## config.mk

```make
export PLATFORM = sky130hd
export DESIGN_NAME = inst_fetch_unit_flat
export DESIGN_NICKNAME = d
export VERILOG_FILES = /design/src/rtl/inst_fetch_unit_if.sv /design/src/rtl/inst_fetch_unit.sv /design/src/flat_wrapper.sv
export SDC_FILE = /design/constraint.sdc
export NUM_CORES = 1
export LEC_CHECK = 0
export CAP_MARGIN = 25
export CORE_AREA = 2 2 181 183
export DETAILED_ROUTE_END_ITERATION = 16
export DIE_AREA = 0 0 183 185
export MAX_ROUTING_LAYER = met4
export PLACE_DENSITY = 0.87
export SKIP_CTS_REPAIR_TIMING = 1
export SYNTH_ARGS = -nofsm -noshare
export SYNTH_HDL_FRONTEND = slang
export SYNTH_SLANG_ARGS = --single-unit
```

## constraint.sdc

```tcl
create_clock -name clk -period 4.2 [get_ports clk]
set_input_delay 1.05 -clock clk [delete_from_list [all_inputs] [get_ports clk]]
set_output_delay 1.05 -clock clk [all_outputs]
set_load 0.1 [all_outputs]
```

## src/rtl/inst_fetch_unit_if.sv

```systemverilog
// inst_fetch_unit_if: fetch-unit bus bundle (CPU control side + Avalon-MM instruction read port).
//  i_permit_fetch/i_inst_complete/i_redirect/i_redirect_addr : requests from the CPU controller
//  o_inst/o_inst_valid/o_empty/o_fetch_complete/o_pc       : FIFO head and status to decode/controller
//  o_avm_*/i_avm_*                                         : Avalon-MM burst read port to instruction memory
//  slave modport is taken by the fetch unit, master modport by its environment.
interface inst_fetch_unit_if #(
    parameter int WORD_BITS = 32,
    parameter int ADDR_BITS = 32
);
    logic                 i_permit_fetch;
    logic                 i_inst_complete;
    logic                 i_redirect;
    logic [ADDR_BITS-1:0] i_redirect_addr;
    logic [WORD_BITS-1:0] o_inst;
    logic                 o_inst_valid;
    logic                 o_empty;
    logic                 o_fetch_complete;
    logic [ADDR_BITS-1:0] o_pc;
    logic [ADDR_BITS-1:0] o_avm_address;
    logic                 o_avm_read;
    logic [7:0]           o_avm_burstcount;
    logic                 i_avm_waitrequest;
    logic [WORD_BITS-1:0] i_avm_readdata;
    logic                 i_avm_readdatavalid;

    modport slave (
        input  i_permit_fetch, i_inst_complete, i_redirect, i_redirect_addr,
               i_avm_waitrequest, i_avm_readdata, i_avm_readdatavalid,
        output o_inst, o_inst_valid, o_empty, o_fetch_complete, o_pc,
               o_avm_address, o_avm_read, o_avm_burstcount
    );

    modport master (
        output i_permit_fetch, i_inst_complete, i_redirect, i_redirect_addr,
               i_avm_waitrequest, i_avm_readdata, i_avm_readdatavalid,
        input  o_inst, o_inst_valid, o_empty, o_fetch_complete, o_pc,
               o_avm_address, o_avm_read, o_avm_burstcount
    );
endinterface

```

## src/rtl/inst_fetch_unit.sv

```systemverilog
// inst_fetch_unit: turns CPU fetch permits into Avalon-MM read bursts and buffers words in a FIFO.
//  clk : clock
//  rst : asynchronous active-low reset (0 = reset)
//  bus : inst_fetch_unit_if.slave (controller handshake, FIFO head/status, Avalon read port)
module inst_fetch_unit #(
    parameter int                   WORD_BITS    = 32,
    parameter int                   ADDR_BITS    = 32,
    parameter int                   BURST_LENGTH = 4,
    parameter int                   FIFO_DEPTH   = 8,
    parameter logic [ADDR_BITS-1:0] RESET_PC     = '0
) (
    input logic              clk,
    input logic              rst,
    inst_fetch_unit_if.slave bus
);
    localparam int PW = $clog2(FIFO_DEPTH);
    localparam int BW = $clog2(BURST_LENGTH + 1);
    localparam logic [2:0] S_IDLE  = 3'd0;
    localparam logic [2:0] S_REQ   = 3'd1;
    localparam logic [2:0] S_DATA  = 3'd2;
    localparam logic [2:0] S_DONE  = 3'd3;
    localparam logic [2:0] S_DRAIN = 3'd4;
    localparam logic [PW:0]          SPACE_MAX   = (PW+1)'(FIFO_DEPTH - BURST_LENGTH);
    localparam logic [BW-1:0]        LAST_BEAT   = BW'(BURST_LENGTH - 1);
    localparam logic [ADDR_BITS-1:0] BURST_BYTES = ADDR_BITS'(BURST_LENGTH * WORD_BITS / 8);
    localparam logic [ADDR_BITS-1:0] WORD_BYTES  = ADDR_BITS'(WORD_BITS / 8);

    logic [2:0]           r_state;
    logic [WORD_BITS-1:0] r_mem [FIFO_DEPTH];
    logic [PW-1:0]        r_head, r_tail;
    logic [PW:0]          r_count;
    logic [BW-1:0]        r_beat;
    logic [ADDR_BITS-1:0] r_fetch_addr, r_pc, r_avm_address;
    logic                 r_avm_read, r_permit_d, r_pending, r_kill;
    logic                 w_empty, w_last, w_issue, w_accept, w_push, w_pop, w_redir, w_beat;

    assign w_redir  = bus.i_redirect;
    assign w_beat   = bus.i_avm_readdatavalid;
    assign w_empty  = r_count == '0;
    assign w_last   = r_beat == LAST_BEAT;
    // A burst is only issued when the whole burst is guaranteed to fit, so pushes never overflow.
    assign w_issue  = r_state == S_IDLE && r_pending && !w_redir && r_count <= SPACE_MAX;
    assign w_accept = r_state == S_REQ && !bus.i_avm_waitrequest;
    assign w_push   = r_state == S_DATA && w_beat && !w_redir;
    assign w_pop    = bus.i_inst_complete && !w_empty && !w_redir;

    assign bus.o_inst           = w_empty ? '0 : r_mem[r_head];
    assign bus.o_inst_valid     = !w_empty;
    assign bus.o_empty          = w_empty;
    assign bus.o_fetch_complete = r_state == S_DONE;
    assign bus.o_pc             = r_pc;
    assign bus.o_avm_address    = r_avm_address;
    assign bus.o_avm_read       = r_avm_read;
    assign bus.o_avm_burstcount = 8'(BURST_LENGTH);

    always_ff @(posedge clk or negedge rst) begin
        if (!rst) begin
            r_head  <= '0;
            r_tail  <= '0;
            r_count <= '0;
            r_pc    <= RESET_PC;
        end else if (w_redir) begin
            r_head  <= r_tail;
            r_count <= '0;
            r_pc    <= bus.i_redirect_addr;
        end else begin
            if (w_push) r_tail <= r_tail + PW'(1);
            if (w_pop) begin
                r_head <= r_head + PW'(1);
                r_pc   <= r_pc + WORD_BYTES;
            end
            r_count <= r_count + (PW+1)'(w_push) - (PW+1)'(w_pop);
        end
    end

    always_ff @(posedge clk) begin
        if (w_push) r_mem[r_tail] <= bus.i_avm_readdata;
    end

    always_ff @(posedge clk or negedge rst) begin
        if (!rst) begin
            r_state       <= S_IDLE;
            r_avm_read    <= 1'b0;
            r_avm_address <= RESET_PC;
            r_fetch_addr  <= RESET_PC;
            r_pending     <= 1'b0;
            r_permit_d    <= 1'b0;
            r_beat        <= '0;
            r_kill        <= 1'b0;
        end else begin
            r_permit_d <= bus.i_permit_fetch;
            r_pending  <= !w_redir && !w_issue && (r_pending || (bus.i_permit_fetch && !r_permit_d));
            // A burst killed by a redirect must not advance the new target address.
            if (w_redir) r_fetch_addr <= bus.i_redirect_addr;
            else if (w_accept && !r_kill) r_fetch_addr <= r_fetch_addr + BURST_BYTES;
            case (r_state)
                S_IDLE: if (w_issue) begin
                    r_state       <= S_REQ;
                    r_avm_read    <= 1'b1;
                    r_avm_address <= r_fetch_addr;
                    r_beat        <= '0;
                end
                // The read must stay up until accepted; a redirect meanwhile only marks the burst dead.
                S_REQ: if (w_accept) begin
                    r_avm_read <= 1'b0;
                    r_kill     <= 1'b0;
                    r_state    <= (r_kill || w_redir) ? S_DRAIN : S_DATA;
                end else if (w_redir) r_kill <= 1'b1;
                // A redirect on the final beat has nothing left to drain.
                S_DATA: if (w_beat) begin
                    r_beat  <= r_beat + BW'(1);
                    r_state <= w_last ? (w_redir ? S_IDLE : S_DONE) : (w_redir ? S_DRAIN : S_DATA);
                end else if (w_redir) r_state <= S_DRAIN;
                S_DONE: r_state <= S_IDLE;
                S_DRAIN: if (w_beat) begin
                    r_beat <= r_beat + BW'(1);
                    if (w_last) r_state <= S_IDLE;
                end
                default: r_state <= S_IDLE;
            endcase
        end
    end
endmodule

```

## src/flat_wrapper.sv

```systemverilog
// flat-port wrapper written by rule: the top's interface ports become plain ports
module inst_fetch_unit_flat 
#(
    parameter int                   WORD_BITS    = 32,
    parameter int                   ADDR_BITS    = 32,
    parameter int                   BURST_LENGTH = 4,
    parameter int                   FIFO_DEPTH   = 8,
    parameter logic [ADDR_BITS-1:0] RESET_PC     = '0
)
  (clk, rst, bus_i_permit_fetch, bus_i_inst_complete, bus_i_redirect, bus_i_redirect_addr, bus_i_avm_waitrequest, bus_i_avm_readdata, bus_i_avm_readdatavalid, bus_o_inst, bus_o_inst_valid, bus_o_empty, bus_o_fetch_complete, bus_o_pc, bus_o_avm_address, bus_o_avm_read, bus_o_avm_burstcount);
  inst_fetch_unit_if #(.WORD_BITS(WORD_BITS), .ADDR_BITS(ADDR_BITS)) bus_i ();
  input logic clk;
  input logic rst;
  input wire logic [$bits(bus_i.i_permit_fetch)-1:0] bus_i_permit_fetch;
  input wire logic [$bits(bus_i.i_inst_complete)-1:0] bus_i_inst_complete;
  input wire logic [$bits(bus_i.i_redirect)-1:0] bus_i_redirect;
  input wire logic [$bits(bus_i.i_redirect_addr)-1:0] bus_i_redirect_addr;
  input wire logic [$bits(bus_i.i_avm_waitrequest)-1:0] bus_i_avm_waitrequest;
  input wire logic [$bits(bus_i.i_avm_readdata)-1:0] bus_i_avm_readdata;
  input wire logic [$bits(bus_i.i_avm_readdatavalid)-1:0] bus_i_avm_readdatavalid;
  output wire logic [$bits(bus_i.o_inst)-1:0] bus_o_inst;
  output wire logic [$bits(bus_i.o_inst_valid)-1:0] bus_o_inst_valid;
  output wire logic [$bits(bus_i.o_empty)-1:0] bus_o_empty;
  output wire logic [$bits(bus_i.o_fetch_complete)-1:0] bus_o_fetch_complete;
  output wire logic [$bits(bus_i.o_pc)-1:0] bus_o_pc;
  output wire logic [$bits(bus_i.o_avm_address)-1:0] bus_o_avm_address;
  output wire logic [$bits(bus_i.o_avm_read)-1:0] bus_o_avm_read;
  output wire logic [$bits(bus_i.o_avm_burstcount)-1:0] bus_o_avm_burstcount;
  assign bus_i.i_permit_fetch = bus_i_permit_fetch;
  assign bus_i.i_inst_complete = bus_i_inst_complete;
  assign bus_i.i_redirect = bus_i_redirect;
  assign bus_i.i_redirect_addr = bus_i_redirect_addr;
  assign bus_i.i_avm_waitrequest = bus_i_avm_waitrequest;
  assign bus_i.i_avm_readdata = bus_i_avm_readdata;
  assign bus_i.i_avm_readdatavalid = bus_i_avm_readdatavalid;
  assign bus_o_inst = bus_i.o_inst;
  assign bus_o_inst_valid = bus_i.o_inst_valid;
  assign bus_o_empty = bus_i.o_empty;
  assign bus_o_fetch_complete = bus_i.o_fetch_complete;
  assign bus_o_pc = bus_i.o_pc;
  assign bus_o_avm_address = bus_i.o_avm_address;
  assign bus_o_avm_read = bus_i.o_avm_read;
  assign bus_o_avm_burstcount = bus_i.o_avm_burstcount;
  inst_fetch_unit #(.WORD_BITS(WORD_BITS), .ADDR_BITS(ADDR_BITS), .BURST_LENGTH(BURST_LENGTH), .FIFO_DEPTH(FIFO_DEPTH), .RESET_PC(RESET_PC)) u_core (.clk(clk), .rst(rst), .bus(bus_i));
endmodule
```

==> results of run 1 <==
sequential cells by signal, indices dropped and copies added, names as in the netlist:
register and cells:
u_core.bus.o_avm_address 32, u_core.bus.o_avm_read 1, u_core.bus.o_pc 32, u_core.r_beat 3, u_core.r_count 4, u_core.r_fetch_addr 32
u_core.r_head 3, u_core.r_kill 1, u_core.r_mem 256, u_core.r_pending 1, u_core.r_permit_d 1, u_core.r_state 3
u_core.r_tail 3
layer usage:
| layer | share of wire, % | up-vias | routed length [microns] |
|---|---|---|---|
| met2 | 50 | 509 | 18700 |
| met3 | 8.4 | 67 | 3120 |
| met1 | 40 | 5106 | 14700 |
| met4 | 2.0 | 0 | 760 |
| li1 | - | 4447 | - |
| met5 | 0 | - | 0 |
layout make-up:
class                   count  area (sq um)  area share [%]
flip-flops and latches    372         10600            53.4
multi-input cells         589          5150            26.0
repair buffers            193          2240            11.3
clock buffers              53          1070            5.39
well taps                 408           510            2.57
clock inverters            17           143           0.719
inverters                  28           105           0.530
diodes                      2          5.00          0.0252
worst max path at each step:
stage                            startpoint  slack (ns)             endpoint
floorplan                 u_core.r_count[2]       -0.11       bus_o_inst[22]
global placement    bus_i_avm_readdatavalid        0.77  u_core.r_mem[5][16]
detailed placement  bus_i_avm_readdatavalid        0.71  u_core.r_mem[5][14]
CTS                        u_core.r_head[0]        0.38       bus_o_inst[11]
global route              u_core.r_count[2]        0.27        bus_o_inst[3]
finish                     u_core.r_head[0]        0.45       bus_o_inst[11]
where the power goes:
group / switching [W] / internal (W) / leakage (nW)
Sequential: 0.000374 / 0.00422 / 3.70
Combinational: 0.00416 / 0.00200 / 2.60
Clock: 0.00139 / 0.00186 / 0.593
critical path, delay by kind of cell (launching register included):
| kind | cells | cell delay [ns] |
|---|---|---|
| buf+inv | 2 | 0.51 |
| simple gates | 1 | 0.12 |
| flops | 1 | 0.75 |
| mux | 2 | 0.78 |
cell usage in the layout (no fill, tap or decap), drive strengths merged, types with 6 or more instances in the layout:
master | Yosys | final
a21oi | 15 | 15
nand2b | 7 | 7
ha | 12 | 12
buf | 34 | 60
conb | 2 | 8
o31ai | 12 | 12
mux2i | 36 | 36
inv | 27 | 29
nor2 | 76 | 76
and4 | 16 | 16
nor4 | 16 | 16
clkbuf | 40 | 53
a211oi | 19 | 19
o21ai | 18 | 18
nor3b | 6 | 6
nand2 | 39 | 39
or4 | 10 | 10
mux4 | 64 | 64
a31oi | 12 | 12
o311a | 7 | 7
mux2 | 41 | 41
nand4 | 24 | 24
clkdlybuf4s50 | 0 | 133
xnor2 | 16 | 16
edfxtp | 256 | 256
clkinv | 1 | 15
nor2b | 16 | 16
nor3 | 22 | 22
nand3 | 29 | 29
and3 | 12 | 12
dfrtp | 116 | 116
xor2 | 7 | 7
through the flow:
stage          TNS [ns]  util [%]  hold slack [ns]  setup slack [ns]
6_report              0      61.9            0.486             0.447
2_1_floorplan    -0.954         -            0.459            -0.106
5_1_grt               0      61.9            0.520             0.271
3_5_place_dp          0      58.1            0.477             0.706
4_1_cts               0      61.9            0.490             0.378
3_3_place_gp          0      58.1            0.473             0.769
logic make-up (layout without fill, tap and decap cells):
logic type	after synthesis	after routing	synth area share [%]
flops	372	372	65.9
simple gates	289	289	9.84
mux	141	141	14.1
compound gates	115	115	5.11
buf+inv	102	291	2.72
xor+xnor	23	23	1.25
fa+ha+maj	13	13	1.06
other cells	2	10	0.0467
==> run summary, run 1 <==
STATUS
--------------------------------------------------------------------------------------------------
Run status .......................................................................... finished, final reports clean

ROUTE
--------------------------------------------------------------------------------------------------
First drt pass iteration count ......................................................            5
Starting DRT DRC Count ..............................................................        1,030
Number of remaining DRC errors ......................................................            0
Total Wirelength ....................................................................      37.3 mm
Vias per std cell ...................................................................         6.09
Routed length per placed instance ................................................... 22.4 microns
Total number of vias ................................................................       10,100
Number of nets with antenna violations after detailed routing .......................            0

POWER
--------------------------------------------------------------------------------------------------
Leakage Power .......................................................................      6.89 nW
Power density of the placed cells ...................................................  706 nW/um^2
Maximum ir drop on the vdd rail .....................................................     0.694 mV
Total power draw ....................................................................     0.0140 W

GRT
--------------------------------------------------------------------------------------------------
Met3 usage ..........................................................................        4.68%
Met1 track utilization from global routing ..........................................        29.1%
Overall overflow remaining after global route .......................................            0
Maximum number of pins on one net before global-route repair ........................           88
Met2 demand-to-capacity share in global routing .....................................        38.1%
Vias in the first global route ......................................................       10,300
Global routing's busiest layer ......................................................         met2
Global-route wire length before repair ..............................................      58.3 mm
Number of antenna violations at the first check in global routing ...................            2
Combined global-route utilization of all metal layers ...............................        22.9%

SETUP PATH
--------------------------------------------------------------------------------------------------
Cell at the slowest stage of the critical path ...................................... sky130_fd_sc_hd__dfrtp_4
Data required time at the worst endpoint ............................................      3.15 ns
WP data arrival .....................................................................      2.70 ns
Startpoint of the worst register-to-register path ................................... u_core.r_count[2]
Startpoint Class ....................................................................         flop
CP max stage delay ..................................................................      0.75 ns
Worst setup slack for register-to-register paths ....................................      1.36 ns
Cell Chain, Critical Path ........................................................... buf_4 > mux4_2 > mux2i_1 > nor2_1 > buf_12
Largest fanout on the critical path .................................................           25
Setup CP Type .......................................................................   reg -> out
End of the worst register-to-register path .......................................... u_core.r_count[2]
Endpoint type of the worst setup path ...............................................   output pin
R2R depth ...........................................................................           12

SYNTHESIS
--------------------------------------------------------------------------------------------------
Number of enable flip-flop cells after synthesis ....................................          256
Share of synthesized flip-flops with an asynchronous set or reset ...................        31.2%
Cell taking the most area after synthesis ........................................... sky130_fd_sc_hd__edfxtp_1
Part of the Yosys area used for sequential elements .................................        65.9%
Leading cell type by number of instances after synthesis ............................ sky130_fd_sc_hd__edfxtp_1
Avg Inst Size Synth .................................................................   15.2 sq um
Area fraction of the dominant cell type after synthesis .............................        47.8%
Post-synthesis sequential element count .............................................          372
Post-Synthesis Cells ................................................................        1,057
Synthesis Warnings ..................................................................            0
Cell area after synthesis ........................................................... 16,100 sq um
Synth cell types ....................................................................           64
Commonest register cell after synthesis ............................................. sky130_fd_sc_hd__edfxtp_1
Most frequent cells after synthesis ................................................. sky130_fd_sc_hd__edfxtp_1 (256), sky130_fd_sc_hd__dfrtp_1 (116), sky130_fd_sc_hd__nor2_1 (76)
Cell types with the largest area share after synthesis .............................. sky130_fd_sc_hd__edfxtp_1 (48%), sky130_fd_sc_hd__dfrtp_1 (18%), sky130_fd_sc_hd__mux4_2 (9.0%), sky130_fd_sc_hd__mux2_2 (2.9%), sky130_fd_sc_hd__mux2i_1 (2.2%)

STA
--------------------------------------------------------------------------------------------------
RSZ-0062 raised after global routing ................................................        false
Final period utilization ............................................................        89.4%
Post-layout minimum cycle time ......................................................      3.75 ns
Final hold violation count ..........................................................            0
Count of final max-slew check failures ..............................................            0
Slew of the pin with the lowest slew margin .........................................      1.02 ns
Number of setup violations in the final report ......................................            0
Clock Skews .........................................................................    0.0134 ns
Relative slew slack .................................................................        31.5%
Max frequency .......................................................................      266 MHz

CELLS AND AREA
--------------------------------------------------------------------------------------------------
P&R area growth vs syn ..............................................................        23.3%
Total Nets Final ....................................................................        1,307
Post-route design area .............................................................. 19,800 sq um
Layout cells sized above 1 ..........................................................        18.9%
Non-filler cells, final .............................................................        1,662
Number of filler cells placed in the layout .........................................        2,251

FLOORPLANNING
--------------------------------------------------------------------------------------------------
Total die area ...................................................................... 33,900 sq um
Area of the placeable core .......................................................... 32,000 sq um
Initial core utilization ............................................................        50.2%
Die boundary height .................................................................  185 microns
Die boundary width ..................................................................  183 microns
Site Rows ...........................................................................           66
I/O pin count .......................................................................          179

PLACED DESIGN
--------------------------------------------------------------------------------------------------
GP Congestion .......................................................................        0.915
Post-DP Area ........................................................................ 18,600 sq um
Half-perimeter wire length after detailed placement .................................      23.7 mm
Buffers on Ports ....................................................................          170
Post-placement cell count ...........................................................        1,590

CLOCKING
--------------------------------------------------------------------------------------------------
Clock transition time at the flip-flop clock pins of the worst setup and hold paths .      0.06 ns
TritonCTS sink count ................................................................          372
Clock tree buffer depth .............................................................            3
Clock latency on the worst-skew pair ................................................      0.52 ns
Number of buffers inserted during clock tree synthesis ..............................           39
# H-tree levels .....................................................................            2
CTS tree ............................................................................          yes
Clock Tree Root ..................................................................... sky130_fd_sc_hd__clkbuf_16

WORST HOLD PATH
--------------------------------------------------------------------------------------------------
Hold path start ..................................................................... u_core.r_beat[2]
Worst min-delay path endpoint ....................................................... u_core.r_beat[2]
Path category of the worst min-delay check ..........................................   reg -> reg
Hold Crit Depth .....................................................................            1

RUN
--------------------------------------------------------------------------------------------------
Max-Cap Viols .......................................................................            0

(Power assumes the default switching activity.)
==> inputs of run 2 (changes only) <==
Settings changed: CTS_CLUSTER_DIAMETER from default to 30.
==> run 2 against run 1 <==
Effect of this change:
- critical path depth unchanged
- clock power up 70%
- largest cell class unchanged
- fmax down 2.1%
- combinational power up 0.6%
- wire length up 7.7%
- via count up 3.6%
- first-iteration DRC count up 4.4%
==> run summary, run 2 (synthesized netlist as in run 1, its figures left out) <==
STATUS
--------------------------------------------------------------------------------------------------
Run status .......................................................................... finished, final reports clean

STA
--------------------------------------------------------------------------------------------------
Worst setup margin ..................................................................     0.365 ns   -0.0822 ns
Final period utilization ............................................................        91.3%   +2.0 points
Slew of the pin with the lowest slew margin .........................................      1.02 ns   +0.000177 ns
Count of final max-slew check failures ..............................................            0   unchanged
Clock Skews .........................................................................    0.0274 ns   +0.0140 ns
Relative slew slack .................................................................        31.5%   about the same
Post-layout minimum cycle time ......................................................      3.83 ns   +0.0822 ns
RSZ-0062 raised after global routing ................................................        false
Final hold violation count ..........................................................            0   unchanged
Number of setup violations in the final report ......................................            0   unchanged
Max frequency .......................................................................      261 MHz   -2.1%

CELLS AND AREA
--------------------------------------------------------------------------------------------------
Layout cells sized above 1 ..........................................................        22.9%   +4.0 points
Register name with the most flops ................................................... u_core.r_mem
Post-route design area .............................................................. 21,000 sq um   +6.0%
Commonest cells after routing, fill and taps aside .................................. sky130_fd_sc_hd__edfxtp_1 (256), sky130_fd_sc_hd__clkdlybuf4s50_1 (133), sky130_fd_sc_hd__dfrtp_1 (113)
Leading cell type in the layout, fill and taps excluded ............................. sky130_fd_sc_hd__edfxtp_1
Final cell utilization of the core ..................................................        65.6%   +3.7 points
Max reg flops .......................................................................          256   unchanged
Total Nets Final ....................................................................        1,340   +2.5%
P&R area growth vs syn ..............................................................        30.7%

GRT
--------------------------------------------------------------------------------------------------
Vias in the first global route ......................................................       10,800   +4.9%
Global-route wire length before repair ..............................................      62.2 mm   +6.8%
Maximum number of pins on one net before global-route repair ........................           88   unchanged
Number of antenna violations at the first check in global routing ...................            2   unchanged
Overall overflow remaining after global route .......................................            0   unchanged
Combined global-route utilization of all metal layers ...............................        24.9%   +2.0 points

SETUP PATH
--------------------------------------------------------------------------------------------------
Startpoint of the worst register-to-register path ................................... u_core.r_count[2]
Capturing element of the worst setup path ........................................... bus_o_inst[6]
Worst setup slack for register-to-register paths ....................................      1.35 ns   about the same
Startpoint Class ....................................................................         flop
Endpoint type of the worst setup path ...............................................   output pin
R2R depth ...........................................................................           12   unchanged
Setup CP Type .......................................................................   reg -> out
CP max stage delay ..................................................................      0.75 ns   about the same
Largest fanout on the critical path .................................................           25   unchanged
Data required time at the worst endpoint ............................................      3.15 ns   about the same
Beginning of the critical path ...................................................... u_core.r_head[0]
Total stage count of the critical path ..............................................            5   unchanged
Crit-path leading delay family ...................................................... multiplexers
WP data arrival .....................................................................      2.78 ns   +0.08 ns
End of the worst register-to-register path .......................................... u_core.r_count[2]
Cell at the slowest stage of the critical path ...................................... sky130_fd_sc_hd__dfrtp_4
Cell Chain, Critical Path ........................................................... buf_4 > mux4_2 > mux2i_1 > nor2_1 > buf_12
Buffers plus inverters on the worst setup path ......................................            2   unchanged

CLOCKING
--------------------------------------------------------------------------------------------------
# H-tree levels .....................................................................            3   +1
CTS tree ............................................................................          yes
Clock Tree Root ..................................................................... sky130_fd_sc_hd__clkbuf_16
Clock transition time at the flip-flop clock pins of the worst setup and hold paths .      0.05 ns   about the same
Clock latency on the worst-skew pair ................................................      0.59 ns   +0.07 ns
TritonCTS sink count ................................................................          372   unchanged
Number of buffers inserted during clock tree synthesis ..............................           72   +85%
Clock tree buffer depth .............................................................            3   unchanged

ROUTE
--------------------------------------------------------------------------------------------------
Detail Route met3 WL ................................................................      3.59 mm   +15%
Number of remaining DRC errors ......................................................            0   unchanged
Routed length per placed instance ................................................... 23.3 microns   +3.8%
Starting DRT DRC Count ..............................................................        1,075   +4.4%
Number of nets with antenna violations after detailed routing .......................            0   unchanged
Total met2 wirelength after detailed routing ........................................      20.0 mm   +7.3%
First drt pass iteration count ......................................................            5   unchanged
Total number of vias ................................................................       10,500   +3.6%
Total Wirelength ....................................................................      40.1 mm   +7.7%
Highest routed layer ................................................................         met4
Vias per std cell ...................................................................         6.08   -0.22%
Wire length on met1 .................................................................      15.5 mm   +5.2%

PLACED DESIGN
--------------------------------------------------------------------------------------------------
GP Congestion .......................................................................        0.915   unchanged
Pre-CTS setup slack .................................................................     0.706 ns   unchanged
Buffers on Ports ....................................................................          170   unchanged
Half-perimeter wire length after detailed placement .................................      23.7 mm   unchanged
Post-DP Area ........................................................................ 18,600 sq um   unchanged

FLOORPLANNING
--------------------------------------------------------------------------------------------------
Initial core utilization ............................................................        50.2%   unchanged
Site Rows ...........................................................................           66   unchanged
I/O pin count .......................................................................          179   unchanged
Die boundary width ..................................................................  183 microns   unchanged
Total die area ...................................................................... 33,900 sq um   unchanged
Die boundary height .................................................................  185 microns   unchanged
Area of the placeable core .......................................................... 32,000 sq um   unchanged

POWER
--------------------------------------------------------------------------------------------------
Leakage Power .......................................................................      7.42 nW   +7.7%
Power density of the placed cells ...................................................  777 nW/um^2   +10%
Maximum ir drop on the vdd rail .....................................................     0.827 mV   +19%

RUN
--------------------------------------------------------------------------------------------------
Max-Cap Viols .......................................................................            0   unchanged

WORST HOLD PATH
--------------------------------------------------------------------------------------------------
Path category of the worst min-delay check ..........................................   reg -> reg

[run 2: changes by cell type in the layout (fill, tap and decap cells not counted), moves of 2 or more]
cell,delta
sky130_fd_sc_hd__bufinv_16,+3
sky130_fd_sc_hd__clkinv_4,+5
sky130_fd_sc_hd__inv_16,+2
sky130_fd_sc_hd__clkinvlp_4,+14
sky130_fd_sc_hd__clkbuf_16,+34
sky130_fd_sc_hd__clkinv_2,+6
[run 2: worst min-delay path by stage]
stage               cells after the start              startpoint                          end  slack [ns]
floorplan                               1        u_core.r_beat[2]             u_core.r_beat[2]        0.46
global placement                        1        u_core.r_beat[2]             u_core.r_beat[2]        0.47
detailed placement                      1        u_core.r_beat[2]             u_core.r_beat[2]        0.48
CTS                                     1        u_core.r_beat[2]             u_core.r_beat[2]        0.49
global route                            1  u_core.r_fetch_addr[3]  u_core.bus.o_avm_address[3]        0.52
finish                                  1        u_core.r_beat[2]             u_core.r_beat[2]        0.48
[run 2: layout make-up]
type	count	area, sq um
well taps	408	510
repair buffers	193	2240
clock inverters	47	475
clock buffers	86	1920
multi-input cells	589	5150
diodes	2	5.00
fillers	2140	11000
inverters	28	105
flip-flops and latches	372	10600
[run 2: per-layer routing]
metal	track usage [%]	up-vias
met5	-	-
met4	8.64	0
met3	6.65	100
met2	40.5	586
met1	30.3	5256
li1	-	4548
[run 2: metrics by stage]
| step | instances | TNS, ns | hold slack (ns) | power, W |
|---|---|---|---|---|
| floorplan | 1063 | -0.954 | 0.459 | 0.00891 |
| global placement | 1590 | 0 | 0.473 | 0.0107 |
| detailed placement | 1590 | 0 | 0.477 | 0.0108 |
| CTS | 1723 | 0 | 0.486 | 0.0164 |
| global route | 1725 | 0 | 0.517 | 0.0169 |
| finish | 1725 | 0 | 0.483 | 0.0163 |
[run 2: power breakdown]
group	internal (W)	switching, W
combinational	0.00200	0.00420
clock	0.00354	0.00198
sequential	0.00423	0.000380
[run 2: worst reg2reg max path, cell delays in order (launching register included)]
cell and delay (ns):
sky130_fd_sc_hd__dfrtp_1 0.38, sky130_fd_sc_hd__inv_1 0.09, sky130_fd_sc_hd__ha_1 0.14, sky130_fd_sc_hd__or3b_2 0.46
sky130_fd_sc_hd__buf_4 0.21, sky130_fd_sc_hd__nand2_1 0.23, sky130_fd_sc_hd__nor2_1 0.07, sky130_fd_sc_hd__ha_1 0.28
sky130_fd_sc_hd__inv_1 0.04, sky130_fd_sc_hd__ha_1 0.21, sky130_fd_sc_hd__fa_1 0.39, sky130_fd_sc_hd__xnor2_1 0.14
sky130_fd_sc_hd__nor2_1 0.05
